File: src/rtl/dither_print_tx.sv
// Streams the 1-bit dithered frame buffer to the printer UART. It sends a raster header,
// then the frame row-major, 8 pixels per byte with the first pixel in the MSB.
module dither_print_tx #(
   parameter int H_PIXELS   = 320,
   parameter int V_PIXELS   = 240,
   parameter int RD_LATENCY = 2,
   parameter bit INVERT     = 1'b1
) (
   input  logic        clk_in,
   input  logic        rst_in_n,
   input  logic        start_in,
   output logic        busy_out,
   output logic        done_out,
   output logic [16:0] rd_addr_out,
   input  logic        rd_data_in,
   output logic [7:0]  byte_out,
   output logic        byte_valid_out,
   input  logic        byte_ready_in,
   output logic [2:0]  state_dbg_out
);

   // Byte handshake: a byte moves only on a cycle where byte_valid_out && byte_ready_in.
   // Once byte_valid_out is raised, byte_out and byte_valid_out stay put until that transfer.

   localparam logic [15:0] X_BYTES   = 16'(H_PIXELS / 8);
   localparam logic [15:0] Y_LINES   = 16'(V_PIXELS);
   localparam logic [16:0] TOTAL_PIX = 17'(H_PIXELS * V_PIXELS);

   typedef enum logic [2:0] {
      S_IDLE   = 3'd0,
      S_HEADER = 3'd1,
      S_FETCH  = 3'd2,
      S_SEND   = 3'd3,
      S_DONE   = 3'd4
   } state_t;

   state_t                  state;
   logic [16:0]             base;
   logic [2:0]              hdr_idx;
   logic [3:0]              issue_cnt;
   logic [2:0]              cap_cnt;
   logic [7:0]              shift;
   logic                    addr_vld;
   logic [RD_LATENCY-1:0]   vld_pipe;

   logic                    capture;
   logic [7:0]              shift_next;
   logic [16:0]             base_next;

   function automatic logic [7:0] header_byte(input logic [2:0] idx);
      logic [7:0] b;
      case (idx)
         3'd0:    b = 8'h1D;
         3'd1:    b = 8'h76;
         3'd2:    b = 8'h30;
         3'd3:    b = 8'h00;
         3'd4:    b = X_BYTES[7:0];
         3'd5:    b = X_BYTES[15:8];
         3'd6:    b = Y_LINES[7:0];
         default: b = Y_LINES[15:8];
      endcase
      return b;
   endfunction

   // vld_pipe tracks which cycles of rd_data_in belong to an address we issued.
   assign capture       = vld_pipe[RD_LATENCY-1];
   assign shift_next    = {shift[6:0], rd_data_in};
   assign base_next     = base + 17'd8;
   assign state_dbg_out = state;

   always_ff @(posedge clk_in or negedge rst_in_n) begin
      if (!rst_in_n) begin
         state          <= S_IDLE;
         busy_out       <= 1'b0;
         done_out       <= 1'b0;
         byte_valid_out <= 1'b0;
         byte_out       <= '0;
         rd_addr_out    <= '0;
         base           <= '0;
         hdr_idx        <= '0;
         issue_cnt      <= '0;
         cap_cnt        <= '0;
         shift          <= '0;
         addr_vld       <= 1'b0;
         vld_pipe       <= '0;
      end else begin
         vld_pipe <= (vld_pipe << 1) | RD_LATENCY'(addr_vld);
         case (state)
            S_IDLE: begin
               if (start_in) begin
                  state          <= S_HEADER;
                  busy_out       <= 1'b1;
                  hdr_idx        <= '0;
                  base           <= '0;
                  cap_cnt        <= '0;
                  shift          <= '0;
                  byte_out       <= header_byte(3'd0);
                  byte_valid_out <= 1'b1;
               end
            end
            S_HEADER: begin
               if (byte_ready_in) begin
                  if (hdr_idx == 3'd7) begin
                     state          <= S_FETCH;
                     byte_valid_out <= 1'b0;
                     rd_addr_out    <= base;
                     addr_vld       <= 1'b1;
                     issue_cnt      <= 4'd1;
                  end else begin
                     hdr_idx  <= hdr_idx + 3'd1;
                     byte_out <= header_byte(hdr_idx + 3'd1);
                  end
               end
            end
            S_FETCH: begin
               if (issue_cnt != 4'd8) begin
                  rd_addr_out <= base + 17'(issue_cnt);
                  issue_cnt   <= issue_cnt + 4'd1;
               end else begin
                  addr_vld <= 1'b0;
               end
               if (capture) begin
                  shift   <= shift_next;
                  cap_cnt <= cap_cnt + 3'd1;
                  if (cap_cnt == 3'd7) begin
                     state          <= S_SEND;
                     byte_out       <= INVERT ? ~shift_next : shift_next;
                     byte_valid_out <= 1'b1;
                  end
               end
            end
            S_SEND: begin
               if (byte_ready_in) begin
                  byte_valid_out <= 1'b0;
                  base           <= base_next;
                  if (base_next == TOTAL_PIX) begin
                     state    <= S_DONE;
                     done_out <= 1'b1;
                     busy_out <= 1'b0;
                  end else begin
                     state       <= S_FETCH;
                     rd_addr_out <= base_next;
                     addr_vld    <= 1'b1;
                     issue_cnt   <= 4'd1;
                  end
               end
            end
            S_DONE: begin
               done_out <= 1'b0;
               state    <= S_IDLE;
            end
            default: state <= S_IDLE;
         endcase
      end
   end

endmodule

File: config.mk
export PLATFORM = sky130hd
export DESIGN_NAME = dither_print_tx
export DESIGN_NICKNAME = d
export VERILOG_FILES = /design/src/rtl/dither_print_tx.sv
export SDC_FILE = /design/constraint.sdc
export NUM_CORES = 1
export LEC_CHECK = 0
export BUFFER_PORTS_ARGS = -buffer_cell sky130_fd_sc_hd__buf_4
export CAP_MARGIN = 10
export CORE_ASPECT_RATIO = 0.75
export CORE_MARGIN = 8
export CORE_UTILIZATION = 45
export CTS_CLUSTER_DIAMETER = 60
export CTS_CLUSTER_SIZE = 8
export DETAILED_ROUTE_END_ITERATION = 6
export GPL_TIMING_DRIVEN = 0
export PLACE_DENSITY = 0.69
export SLEW_MARGIN = 20
export SYNTH_ARGS = -nofsm -noshare
export SYNTH_HDL_FRONTEND = slang
export SYNTH_SLANG_ARGS = --single-unit
File: constraint.sdc
create_clock -name clk_in -period 7.9 [get_ports clk_in]
set_input_delay 0.79 -clock clk_in [delete_from_list [all_inputs] [get_ports clk_in]]
set_output_delay 0.79 -clock clk_in [all_outputs]
set_load 0.01 [all_outputs]
==> summary.md, run 1 <==
| Metric | Value |
|---|---|
| DR vias | 3217 |
| Avg Inst Size Synth | 9.100 µm² |
| Cell depth of the worst hold path | 0 |
| Die height | 94.57 µm |
| Drt wl/cell | 16.85 µm |
| Synth unique cells | 54 |
| Ant. Diodes | 0 |
| Most common cell after layout, fill and taps aside | dfrtp_1 |
| Die X | 120.8 µm |
| Post_cts resized | 0 |
| Req. time, crit path | approximately 8100 ps |
| Vias in the first global route | 3114 |
| Crit share post-route | 38.38% |
| Cell taking the most area after synthesis | dfrtp_1 |
| Critical Path AT | 3270 ps |
| Via-to-Cell Ratio | 5.734 |
| Worst-path fanout max | 10 |
| Crit start category | flop |
| Top post-synthesis cells by area | dfrtp_1, nand2_1, o21ai_0 |
| Router iterations before antenna repair | 7 |
| WS Path Type | flop to flop |
| Largest net degree at the start of global routing | 66 |
| RePlAce Congestion | 0.9194 |
| Fill count | between 700 and 800 |
| Clk Latency, worst-skew pair | 350 ps |
| R2r endpoint | rd_addr_out[16] |
| F_max | 329.8 MHz |
| Num rows | 28 |
| Post-synth ARST share | 100.0% |
| Post-Syn Nets | 425 |
| Die ar. | 11420 µm² |
| Unrepaired setup endpoints after global routing | no |
| Max-cap viol count | 0 |
| Commonest non-fill, non-tap cells in the layout | dfrtp_1, nand2_1, o21ai_0, buf_4, nor2_1 |
| Max H-tree Level | 3 |
| Util after Layout | 53.84% |
| CTS Buf Count | 9 |
| Ys Warns | 0 |
| Setup TNS | 0 ps |
| CTS tree | yes |
| Flop-to-flop setup slack | 4870 ps |
| Core area | 7953 µm² |
| Top cell type's share of synthesized area | 43.92% |
| Synth-to-layout area growth | 15.61% |
| Antenna violations before repair | 0 |
| Pleak | 1.901 nW |
| Synth Instances | between 400 and 500 |
| Gr usage total | approximately 17% |
| WL final | 9453 µm |
| Crit path capture type | flop |
| Share of cells above drive strength 1 | 16.67% |
| Worst VDD drop | 0.1602 mV |
| Final min period | 3032 ps |
| CTS root buf | clkbuf_8 |
| Final nets | 471 |
| Grt total ovfl | 0 |
| Global-route wire length before repair | 15690 µm |
| Dominant synthesized flop cell | dfrtp_1 |
| Outcome | finished clean |
| Initial Utilization | 46.57% |
| Final Max Slew Viols | 0 |
| Sequential fraction of the synthesis area | around 44% |
| Residual DRC count | 0 |
| Post-route ant nets | 0 |
| CTS max path bufs | 2 |
| Setup violations, final | 0 |
| Hold Crit Class | flop to flop |
| Fin. Hold Viols | 0 |
| CTS sink count | 65 |
| Detail Placement HPWL | 6697 µm |
| Rel. slew slack | approximately 28% |
| Worst r2r src | base[3] |
| Hold Buf Count CTS | 0 |
| Post-synth EDFFs | 0 |
| Final Skew | 7.934 ps |
| # IOs | 36 |
| Seq cells post-synth | between 60 and 70 |
| Power Dens Cells | 312.1 nW/µm² |
| Post-CTS Setup Bufs | 0 |
| FF-to-FF path depth | 9 |
| Port Buffers | 35 |
| Mapped Area | 3704 µm² |
| Clock transition at path regs | 70 ps |
| Iter 0 DRT Violations | about 330 |
| Hold path start | vld_pipe[0] |
| Slew @ Worst Pin | roughly 1100 ps |
| Hold EP | vld_pipe[1] |
## final cells by class
cell class	count	area, µm²	share of cell area, %
multi-input cells	304	1916	44.74
flip-flops and latches	65	1627	37.99
repair buffers	35	262.8	6.137
clock buffers	11	141.4	3.302
well taps	105	131.4	3.068
plain buffers	25	112.6	2.630
inverters	13	48.80	1.140
clock inverters	3	42.54	0.9936
## worst max-delay path, cell delays in order, from the launching register on
cell and delay (ps):
dfrtp_1 510, ha_1 200, clkbuf_1 280, nand3_1 230
nor3_1 340, xnor2_1 150, nor3_2 380, a31oi_4 290
buf_6 240, mux2_4 290
## cell families after synthesis
family	count (synthesis)	synth area share [%]
simple gates	152	19.90
flops	65	43.92
mux	17	5.608
other cells	1	0.1013
buf+inv	38	4.357
fa+ha+maj	13	4.392
xor+xnor	17	4.020
compound gates	104	17.70
## state kept, by name (all words and copies together), names as in the netlist
register	flops
byte_valid_out	1
addr_vld	1
cap_cnt	3
base	14
done_out	1
issue_cnt	4
rd_addr_out	17
vld_pipe	2
state_dbg_out	3
busy_out	1
hdr_idx	3
shift	7
byte_out	8
## through the flow
step | instances | power (mW) | cell area (µm²) | hold slack [ps] | worst slack [ps]
3_3_place_gp | 547 | 1.035 | 4098 | 333.2 | 4970
6_report | 561 | 1.336 | 4282 | 348.9 | 4868
3_5_place_dp | 547 | 1.053 | 4098 | 336.4 | 4908
5_1_grt | 561 | 1.429 | 4282 | 361.1 | 4680
4_1_cts | 561 | 1.337 | 4282 | 352.1 | 4895
2_1_floorplan | 407 | 0.8545 | 3704 | 331.2 | 5385
## how the worst max path moves through the flow
| stage | startpoint | endpoint | slack [ps] | depth (start not counted) |
|---|---|---|---|---|
| after global placement | base[3] | rd_addr_out[11] | 4970 | 9 |
| after floorplan | base[3] | rd_addr_out[10] | 5390 | 9 |
| after global routing | base[3] | rd_addr_out[9] | 4680 | 9 |
| final | base[3] | rd_addr_out[16] | 4870 | 9 |
| after CTS | base[3] | rd_addr_out[16] | 4900 | 9 |
| after detailed placement | base[3] | rd_addr_out[16] | 4910 | 9 |
## report_power, final
part | internal, mW | leakage [nW] | switching, mW
logic | 0.227 | 0.971 | 0.358
registers | 0.404 | 0.839 | 0.0679
clock network | 0.150 | 0.0913 | 0.129
## synthesized netlist by cell type, drive strengths merged, types with 6 or more instances
| cell type | instances |
|---|---|
| a21oi | 14 |
| a31oi | 10 |
| buf | 7 |
| clkbuf | 18 |
| dfrtp | 65 |
| ha | 13 |
| inv | 12 |
| mux2 | 15 |
| nand2 | 61 |
| nand2b | 6 |
| nand3 | 14 |
| nand4 | 9 |
| nor2 | 29 |
| nor3 | 10 |
| nor4 | 7 |
| o21ai | 45 |
| xnor2 | 7 |
| xor2 | 10 |
## layer usage
layer  vias up  track usage (%)  share of wire, %
met5         -                0                 0
met4         0            6.010               1.2
met3        15            3.876               6.7
met2       115            24.73                43
met1      1543            24.57                49
li1       1544                -                 -
(Power assumes the default switching activity.)
==> inputs of run 2 (changes only) <==
--- a/config.mk
+++ b/config.mk
@@ -14,7 +14,7 @@
 export CTS_CLUSTER_SIZE = 8
 export DETAILED_ROUTE_END_ITERATION = 6
 export GPL_TIMING_DRIVEN = 0
-export PLACE_DENSITY = 0.69
+export PLACE_DENSITY = 0.72
 export SLEW_MARGIN = 20
 export SYNTH_ARGS = -nofsm -noshare
 export SYNTH_HDL_FRONTEND = slang
==> constraint.sdc (replaced) <==
create_clock -name clk_in -period 2.6 [get_ports clk_in]
set_input_delay 0.26 -clock clk_in [delete_from_list [all_inputs] [get_ports clk_in]]
set_output_delay 0.26 -clock clk_in [all_outputs]
set_load 0.01 [all_outputs]
==> summary.md, run 2 (same netlist as run 1, synthesis figures left out) <==
| Metric | Value |
|---|---|
| Iter 0 DRT Violations | 382 (+18%) |
| CTS root buf | clkbuf_8 |
| Crit start category | flop |
| Share of cells above drive strength 1 | 21.21% (+4.5 points) |
| Worst VDD drop | 0.5463 mV (+240%) |
| Final nets | 475 (+0.85%) |
| Die ar. | 11420 µm² (unchanged) |
| Fin. Hold Viols | 0 (unchanged) |
| Clock transition at path regs | 70 ps (about the same) |
| Pleak | 1.943 nW (+2.2%) |
| Rel. slew slack | 44.66% (+16 points) |
| RePlAce Congestion | 0.8932 (-2.8%) |
| Port Buffers | 35 (unchanged) |
| Max FFs per register | 17 (unchanged) |
| Crit path cell chain | ha_1 -> and3_4 -> a31oi_1 -> o22ai_2 -> nor4_4 -> a31oi_4 -> buf_6 -> mux2_4 |
| WP buf/inv | 1 (-1) |
| Die X | 120.8 µm (unchanged) |
| Largest regs | rd_addr_out x17, base x14, byte_out x8 |
| Top delay family on crit path | simple AND/OR/NAND/NOR gates |
| Reg power frac | 34.7% (-0.6 points) |
| Clk Latency, worst-skew pair | 350 ps (about the same) |
| P_sw | 1.737 mW (+210%) |
| Sw Ratio | 42.26% (+0.76 points) |
| Commonest non-fill, non-tap cells in the layout | dfrtp_1, nand2_1, o21ai_0, buf_4, nor2_1 |
| Final Instance Area | 4389 µm² (+2.5%) |
| Final Worst Setup Slack | 69.68 ps (-4798 ps) |
| Flop-to-flop setup slack | 70 ps (-4800 ps) |
| Core area | 7953 µm² (unchanged) |
| Clock network power share | 19.6% (-1.3 points) |
| Drt wl/cell | 17.12 µm (+1.6%) |
| Detail Placement HPWL | 6745 µm (+0.72%) |
| Post-route ant nets | 0 (unchanged) |
| F_max | 395.2 MHz (+20%) |
| Pint | 2.373 mW (+200%) |
| Max H-tree Level | 3 (unchanged) |
| Crit path depth | 8 (-1) |
| R2r endpoint | rd_addr_out[11] |
| Power Dens Cells | 936.4 nW/µm² (+200%) |
| Busiest grt layer | met2 |
| Largest net degree at the start of global routing | 66 (unchanged) |
| Place WS | -356.5 ps (-5264 ps) |
| FF-to-FF path depth | 8 (-1) |
| Final Max Slew Viols | 0 (unchanged) |
| CTS max path bufs | 2 (unchanged) |
| Via-to-Cell Ratio | 5.764 (+0.51%) |
| Met2 GRT Util | 25.70% (+0.97 points) |
| Hold Buf Count CTS | 0 (unchanged) |
| # IOs | 36 (unchanged) |
| Worst-path fanout max | 10 (unchanged) |
| Post-DP Area | 4098 µm² (unchanged) |
| Final hold slack | 20.57 ps (-328.3 ps) |
| Antenna violations before repair | 0 (unchanged) |
| CTS Buf Count | 9 (unchanged) |
| CTS sink count | 65 (unchanged) |
| Gate power share | 45.7% (+2.0 points) |
| WS Path Type | flop to flop |
| Largest stage delay, worst path | 420 ps (-90 ps) |
| WL final | 9708 µm (+2.7%) |
| Grt met3 use | 4.234% (+0.36 points) |
| Gr usage total | 17.55% (+0.43 points) |
| CTS tree | yes |
| Die height | 94.57 µm (unchanged) |
| CP max stage cell | dfrtp_2 |
| Most common cell after layout, fill and taps aside | dfrtp_1 |
| Final Skew | 7.217 ps (-0.7166 ps) |
| Final min period | 2530 ps (-501.9 ps) |
| Met1 usage | 24.70% (+0.13 points) |
| Initial Utilization | 46.57% (unchanged) |
| Num rows | 28 (unchanged) |
| Hold Crit Class | input pin to asynchronous set/reset pin |
| Synth-to-layout area growth | 18.51% |
| Global-route wire length before repair | 16130 µm (+2.8%) |
| Fill count | 719 (-2.3%) |
| Critical Path AT | 2760 ps (-510 ps) |
| Largest Register | rd_addr_out |
| Residual DRC count | 0 (unchanged) |
| Req. time, crit path | 2830 ps (-5300 ps) |
| Crit share post-route | 97.32% (+59 points) |
| Router iterations before antenna repair | 5 (-2) |
| Max-cap viol count | 0 (unchanged) |
| Vias in the first global route | 3214 (+3.2%) |
| Worst r2r src | base[3] |
| Slew @ Worst Pin | 830.1 ps (-240.4 ps) |
| Crit path capture type | flop |
| Setup violations, final | 0 (unchanged) |
| Ant. Diodes | 0 (unchanged) |
| Grt total ovfl | 0 (unchanged) |
| DR vias | 3268 (+1.6%) |
| Outcome | finished clean |
[run 2: how the worst max path moves through the flow]
| stage | start | to | slack (ps) |
|---|---|---|---|
| 3_5_place_dp | base[3] | rd_addr_out[11] | -360 |
| 5_1_grt | base[3] | rd_addr_out[11] | -7 |
| 6_report | base[3] | rd_addr_out[11] | 70 |
| 3_3_place_gp | base[3] | rd_addr_out[11] | -340 |
| 4_1_cts | base[3] | rd_addr_out[11] | 30 |
| 2_1_floorplan | base[3] | rd_addr_out[10] | 90 |
[run 2: timing repair]
item	4_1_cts	5_1_grt
gates resized for setup	8	12
endpoints found under the setup margin	29	34
setup buffers	4	2
pin swaps	3	1
[run 2: per-stage QoR]
| step | instances | TNS (ps) | power [mW] | util, % |
|---|---|---|---|---|
| floorplan | 407 | 0 | 2.597 | - |
| global route | 567 | -11.46 | 4.390 | 55.19 |
| global placement | 547 | -4337 | 3.141 | 51.53 |
| CTS | 567 | 0 | 4.086 | 54.75 |
| finish | 567 | 0 | 4.110 | 55.19 |
| detailed placement | 547 | -5192 | 3.197 | 51.53 |
[run 2: cell type report]
type                    count  area (µm²)  share of cell area (%)
multi-input cells         304        1969                   44.87
flip-flops and latches     65        1628                   37.09
repair buffers             41       320.3                   7.298
clock buffers              12       155.1                   3.535
well taps                 105       131.4                   2.993
plain buffers              23       108.9                   2.480
inverters                  13       48.80                   1.112
clock inverters             4       27.53                  0.6271
[run 2: metal layers]
layer | routed length [µm] | share of wire [%] | vias up
met3 | 775 | 8.0 | 16
met4 | 137 | 1.4 | 0
met5 | 0 | 0 | -
li1 | - | - | 1546
met1 | 4604 | 47 | 1560
met2 | 4191 | 43 | 146
[run 2: power groups by stage]
stage / logic [mW] / clock network, mW / registers, mW
floorplan: 1.14 / 0 / 1.46
global placement: 1.70 / 0 / 1.44
detailed placement: 1.74 / 0 / 1.46
CTS: 1.84 / 0.817 / 1.43
global route: 2.07 / 0.867 / 1.45
finish: 1.88 / 0.804 / 1.43
